$ cat src/rtl/select_slice_extract.sv
// rtl/select_slice_extract.sv - picks field0 or field1 of a collector beat and zero-extends it
module select_slice_extract #(
  parameter int WIDTH0 = 32,
  parameter int WIDTH1 = 32,
  parameter int OWIDTH = (WIDTH0 > WIDTH1) ? WIDTH0 : WIDTH1
) (
  input  logic                     iSelect,
  input  logic [WIDTH1+WIDTH0-1:0] iData,
  output logic [OWIDTH-1:0]        oField
);

  always_comb begin
    oField = '0;
    if (iSelect) begin
      oField[WIDTH1-1:0] = iData[WIDTH1+WIDTH0-1:WIDTH0];
    end else begin
      oField[WIDTH0-1:0] = iData[WIDTH0-1:0];
    end
  end

endmodule

$ cat src/rtl/select_slice.sv
// rtl/select_slice.sv - registered field-select slice with a two-entry skid buffer
module select_slice #(
  parameter int WIDTH0 = 32,
  parameter int WIDTH1 = 32,
  parameter int OWIDTH = (WIDTH0 > WIDTH1) ? WIDTH0 : WIDTH1
) (
  input  logic                     iClk,
  input  logic                     iRst_n,
  input  logic                     iValid_AS,
  output logic                     oReady_AS,
  input  logic                     iSelect_AS,
  input  logic [WIDTH1+WIDTH0-1:0] iData_AS,
  output logic                     oValid_BM,
  input  logic                     iReady_BM,
  output logic                     oSelect_BM,
  output logic [OWIDTH-1:0]        oData_BM
);

  if (OWIDTH < WIDTH0 || OWIDTH < WIDTH1) begin : g_bad_owidth
    $error("select_slice: OWIDTH must be >= WIDTH0 and WIDTH1");
  end

  typedef enum logic [1:0] {
    ST_EMPTY = 2'd0,
    ST_BUSY  = 2'd1,
    ST_FULL  = 2'd2
  } state_e;

  state_e              state_q, state_d;
  logic                valid_q, ready_q;
  logic                main_sel_q, skid_sel_q;
  logic [OWIDTH-1:0]   main_data_q, skid_data_q;
  logic [OWIDTH-1:0]   ext_field;
  logic                in_fire, out_fire;
  logic                load_main, load_skid, main_from_skid;

  // Extraction happens before storage so only OWIDTH+1 bits are kept per entry.
  select_slice_extract #(
    .WIDTH0(WIDTH0),
    .WIDTH1(WIDTH1),
    .OWIDTH(OWIDTH)
  ) u_extract (
    .iSelect(iSelect_AS),
    .iData  (iData_AS),
    .oField (ext_field)
  );

  assign in_fire  = iValid_AS && ready_q;
  assign out_fire = valid_q && iReady_BM;

  always_comb begin
    state_d        = state_q;
    load_main      = 1'b0;
    load_skid      = 1'b0;
    main_from_skid = 1'b0;
    unique case (state_q)
      ST_EMPTY: begin
        if (in_fire) begin
          load_main = 1'b1;
          state_d   = ST_BUSY;
        end
      end
      ST_BUSY: begin
        if (in_fire && out_fire) begin
          load_main = 1'b1;
        end else if (out_fire) begin
          state_d = ST_EMPTY;
        end else if (in_fire) begin
          load_skid = 1'b1;
          state_d   = ST_FULL;
        end
      end
      ST_FULL: begin
        if (out_fire) begin
          main_from_skid = 1'b1;
          state_d        = ST_BUSY;
        end
      end
      default: state_d = ST_EMPTY;
    endcase
  end

  // Valid/ready are flopped from the next state so neither port sees a comb path.
  always_ff @(posedge iClk) begin
    if (!iRst_n) begin
      state_q <= ST_EMPTY;
      valid_q <= 1'b0;
      ready_q <= 1'b0;
    end else begin
      state_q <= state_d;
      valid_q <= (state_d != ST_EMPTY);
      ready_q <= (state_d != ST_FULL);
    end
  end

  always_ff @(posedge iClk) begin
    if (!iRst_n) begin
      main_data_q <= '0;
      main_sel_q  <= 1'b0;
      skid_data_q <= '0;
      skid_sel_q  <= 1'b0;
    end else begin
      if (load_main) begin
        main_data_q <= ext_field;
        main_sel_q  <= iSelect_AS;
      end else if (main_from_skid) begin
        main_data_q <= skid_data_q;
        main_sel_q  <= skid_sel_q;
      end
      if (load_skid) begin
        skid_data_q <= ext_field;
        skid_sel_q  <= iSelect_AS;
      end
    end
  end

  assign oValid_BM  = valid_q;
  assign oReady_AS  = ready_q;
  assign oSelect_BM = main_sel_q;
  assign oData_BM   = main_data_q;

endmodule

$ cat config.mk
export PLATFORM = sky130hd
export DESIGN_NAME = select_slice
export DESIGN_NICKNAME = d
export VERILOG_FILES = /design/src/rtl/select_slice_extract.sv /design/src/rtl/select_slice.sv
export SDC_FILE = /design/constraint.sdc
export NUM_CORES = 1
export LEC_CHECK = 0
export CORE_MARGIN = 5
export CORE_UTILIZATION = 43
export DETAILED_ROUTE_END_ITERATION = 7
export PLACE_DENSITY = 0.76
export REMOVE_ABC_BUFFERS = 1
export SLEW_MARGIN = 25
export SYNTH_ARGS = -nofsm -noshare
export SYNTH_HDL_FRONTEND = slang
export SYNTH_HIERARCHICAL = 1
export SYNTH_SLANG_ARGS = --single-unit
$ cat constraint.sdc
create_clock -name iClk -period 1.2 [get_ports iClk]
set_input_delay 0.12 -clock iClk [delete_from_list [all_inputs] [get_ports iClk]]
set_output_delay 0.12 -clock iClk [all_outputs]
set_load 0.03 [all_outputs]
==> metrics.log <==
INFO  metric worst_ep_required_time = 1440 ps
INFO  metric core_area = 8220 um^2
INFO  metric drtIter0Drc = 223
INFO  metric slowest_delay = 340 ps
INFO  metric ys_top_cells_by_area = sky130_fd_sc_hd__dfxtp_1 (39%), sky130_fd_sc_hd__mux2_4 (12%), sky130_fd_sc_hd__nand2_1 (7.1%)
INFO  metric worst_max_slew_pin_slew = 339 ps
INFO  metric detailedPlace.worstSlack = -342 ps
INFO  metric grt_first_pass_wirelength = 15200 um
INFO  metric port_buffer_count = 103
INFO  metric timing.hold.worst_path_depth = 4
INFO  metric fin_ws = -56.2 ps
INFO  metric clock_insertion_delay_worst_skew = 350 ps
INFO  metric power.density_cell_area = 1180 nW/um^2
INFO  metric totalNegativeSetupSlack = -454 ps
INFO  metric cts_h_tree_depth = 3
INFO  metric antenna_diode_count = 0
INFO  metric synth_edf_count = 0
INFO  metric non_filler_instances = 610
INFO  metric grt_usage = 18.2%
INFO  metric worst_slew_margin_rel = 77.4%
INFO  metric power_spent_charging_and_discharging_nets = 1.83 mW
INFO  metric finalNetCount = 569
INFO  metric mappedNetlistArea = 3620 um^2
INFO  metric synthesis.instances = 396
INFO  metric ports_placed_on_the_boundary = 104
INFO  metric post_synth_num_cell_types = 30
INFO  metric route.vias.total = 3472
INFO  metric dpl_cells = 585
INFO  metric grtUsageMet1 = 22.7%
INFO  metric synth_async_sr_flop_share = 0%
INFO  metric gr-total-overflow = 0
INFO  metric synthToLayoutAreaGrowth = 47.7%
INFO  metric timing.clock.skew = 6.79 ps
INFO  metric cts_root_buf = sky130_fd_sc_hd__clkbuf_8
INFO  metric status = finished, violations left
INFO  metric synth.cells.most_frequent = sky130_fd_sc_hd__dfxtp_1 (70), sky130_fd_sc_hd__nand2_1 (68)
INFO  metric power.share.combinational = 25.6%
INFO  metric timing.critical_path.slowest_stage_cell = sky130_fd_sc_hd__dfxtp_2
INFO  metric violations = negative setup slack
INFO  metric chipHeight = 102 um
INFO  metric place_area = 4770 um^2
INFO  metric layout.cell_area.non_filler = 5340 um^2
INFO  metric switching_share = 29.0%
INFO  metric clk_pin_slew = 80 ps
INFO  metric dpl.hpwl = 6360 um
INFO  metric die-area = 10400 um^2
INFO  metric critical-path-top-delay-family = compound AO/OA/AOI/OAI gates
INFO  metric cp.depth = 5
INFO  metric route.detailed.vias_per_inst = 5.69
INFO  metric worstSetupStartpoint = state_q[0]
INFO  metric startpoint_of_the_worst_hold_path = iRst_n
INFO  metric final-max-slew-violation-count = 0
INFO  metric unrepaired_setup_endpoints_after_global_routing = true
INFO  metric start_util = 44.0%
INFO  metric worstPathBufferInverterCount = 2
INFO  metric critical_path.reg2reg.startpoint = state_q[0]
INFO  metric power.sequential.fraction = 40.3%
INFO  metric vdd.ir_drop.worst = 0.000659 V
INFO  metric synthesis.area_per_instance = 9.14 um^2
INFO  metric numClockSinks = 70
INFO  metric timing.critical_path.cells = a21boi_4 -> buf_6 -> buf_12 -> o31ai_1 -> a31oi_1
INFO  metric cap_violations = 0
INFO  metric final.min_clock_period = 1260 ps
INFO  metric cts_inserted_buffers = 9
INFO  metric globalRouteMet2Util = 30.4%
INFO  metric grt_antenna_before_repair = 0
INFO  metric placementRows = 33
INFO  metric final_antenna_net_count = 0
INFO  metric worstPathArrival = 1490 ps
INFO  metric clock.fmax = 796 MHz
INFO  metric grt-busiest-layer = met2
INFO  metric wl = 10500 um
INFO  metric crit_path_max_fanout = 7
INFO  metric layout-drive-gt1-share = 31.1%
INFO  metric synth_ff_type = sky130_fd_sc_hd__dfxtp_1
INFO  metric path_class = reg2reg
INFO  metric firstDrtPassIters = 5
INFO  metric globalplace.congestion = 0.768
INFO  metric dieWidth = 102 um
INFO  metric synth_area_leader_cell = sky130_fd_sc_hd__dfxtp_1
INFO  metric final-hold-violation-count = 0
INFO  metric fin_util = 65.0%
INFO  metric routed_wire_length_per_instance = 17.2 um
INFO  metric cts_buffer_depth = 2
INFO  metric post-route-period-util = 105%
INFO  metric most_common_cell_in_the_netlist = sky130_fd_sc_hd__dfxtp_1
INFO  metric worstRegToRegCells = 5
INFO  metric yosys_warnings = 6
INFO  metric p_clk_share = 34.0%
INFO  metric filler_cell_count = 648
INFO  metric grt_use_met3 = 4.34%
INFO  metric synth_seq_cells = 70
INFO  metric synth-seq-area-share = 38.7%
INFO  metric yosysTopAreaCellShare = 38.7%
INFO  metric first_global_vias = 3225
INFO  metric timing.hold.worst.class = in2reg
INFO  metric intPower = 4.47 mW
INFO  metric setup.worst_path.start_class = flip-flop
INFO  metric cts_tree = built
INFO  metric timing.critical_path.to_type = flip-flop
INFO  metric pin_count_of_the_biggest_net_entering_global_routing = 71
INFO  metric setup_violations_final = 26
INFO  metric power.static_leakage = 1.97 nW
INFO  metric drc = 0
## registers in the layout (all words and copies together) (netlist names)
signal,count
oValid_BM,1
state_q,2
oSelect_BM,1
skid_sel_q,1
oData_BM,32
skid_data_q,32
oReady_AS,1
## kinds of logic after synthesis
| kind of cell | Yosys count | synth area share (%) |
|---|---|---|
| multiplexers | 32 | 13.1 |
| AO/OA/AOI/OAI | 138 | 25.2 |
| AND/OR/NAND/NOR | 113 | 14.5 |
| buffers and inverters | 43 | 8.44 |
| flip-flops | 70 | 38.7 |
## cells in the final DEF (no fill, tap or decap), types with 3 or more instances in the layout
cell type / instances
sky130_fd_sc_hd__buf_4: 13
sky130_fd_sc_hd__clkbuf_16: 4
sky130_fd_sc_hd__o21ai_1: 20
sky130_fd_sc_hd__nand2_1: 68
sky130_fd_sc_hd__clkbuf_8: 10
sky130_fd_sc_hd__o21ai_0: 14
sky130_fd_sc_hd__buf_12: 10
sky130_fd_sc_hd__a31oi_1: 33
sky130_fd_sc_hd__a21boi_1: 30
sky130_fd_sc_hd__dfxtp_1: 67
sky130_fd_sc_hd__o31ai_1: 15
sky130_fd_sc_hd__clkdlybuf4s15_2: 11
sky130_fd_sc_hd__clkdlybuf4s50_1: 65
sky130_fd_sc_hd__o31ai_2: 14
sky130_fd_sc_hd__nand3_2: 13
sky130_fd_sc_hd__clkdlybuf4s15_1: 5
sky130_fd_sc_hd__nand3_1: 19
sky130_fd_sc_hd__clkbuf_2: 17
sky130_fd_sc_hd__a21boi_2: 3
sky130_fd_sc_hd__mux2_4: 30
sky130_fd_sc_hd__o31ai_4: 4
sky130_fd_sc_hd__buf_6: 5
## path summary, 6_finish.rpt
path	end	slack [ps]
hold / removal	oData_BM[27]	260
setup / recovery	oData_BM[26]	-60
setup reg to reg	oData_BM[26]	-60
hold reg to reg	oData_BM[13]	460
## routing by layer
layer	vias up	share of wire, %
li1	1651	-
met1	1663	39
met2	142	50
met3	16	9.0
met4	0	2.1
met5	-	0
## tightest hold or removal path, cell delays in order
cell                      delay (ps)
sky130_fd_sc_hd__buf_2           110
sky130_fd_sc_hd__buf_12          190
sky130_fd_sc_hd__o31ai_2          90
sky130_fd_sc_hd__a31oi_1          40
## timing repair
action	CTS	global route
buffers inserted	2	1
gates resized for setup	95	64
cloned	1	5
endpoints found under the setup margin	99	84
pin swaps	0	18
hold buffers	0	0
## power by group through the flow
stage	Clock, mW	Sequential, mW	Combinational (mW)
2_1_floorplan	0	2.77	0.488
3_3_place_gp	0	2.58	1.42
3_5_place_dp	0	2.59	1.44
4_1_cts	2.15	2.54	1.48
5_1_grt	2.25	2.55	1.71
6_report	2.14	2.54	1.61
## metrics by stage
stage | total power, mW | hold slack (ps)
finish | 6.29 | 264
global route | 6.52 | 277
CTS | 6.17 | 242
detailed placement | 4.03 | 460
global placement | 4.00 | 449
floorplan | 3.26 | 238
## area by class of cell
| class | instances | area (um^2) | area share, % |
|---|---|---|---|
| clock buffers | 10 | 138 | 2.58 |
| multi-input cells | 283 | 2140 | 40.0 |
| flip-flops and latches | 70 | 1410 | 26.4 |
| repair buffers | 136 | 1440 | 27.0 |
| clock inverters | 6 | 85.1 | 1.59 |
| well taps | 105 | 131 | 2.46 |
Power figures use the tool's default switching activity.
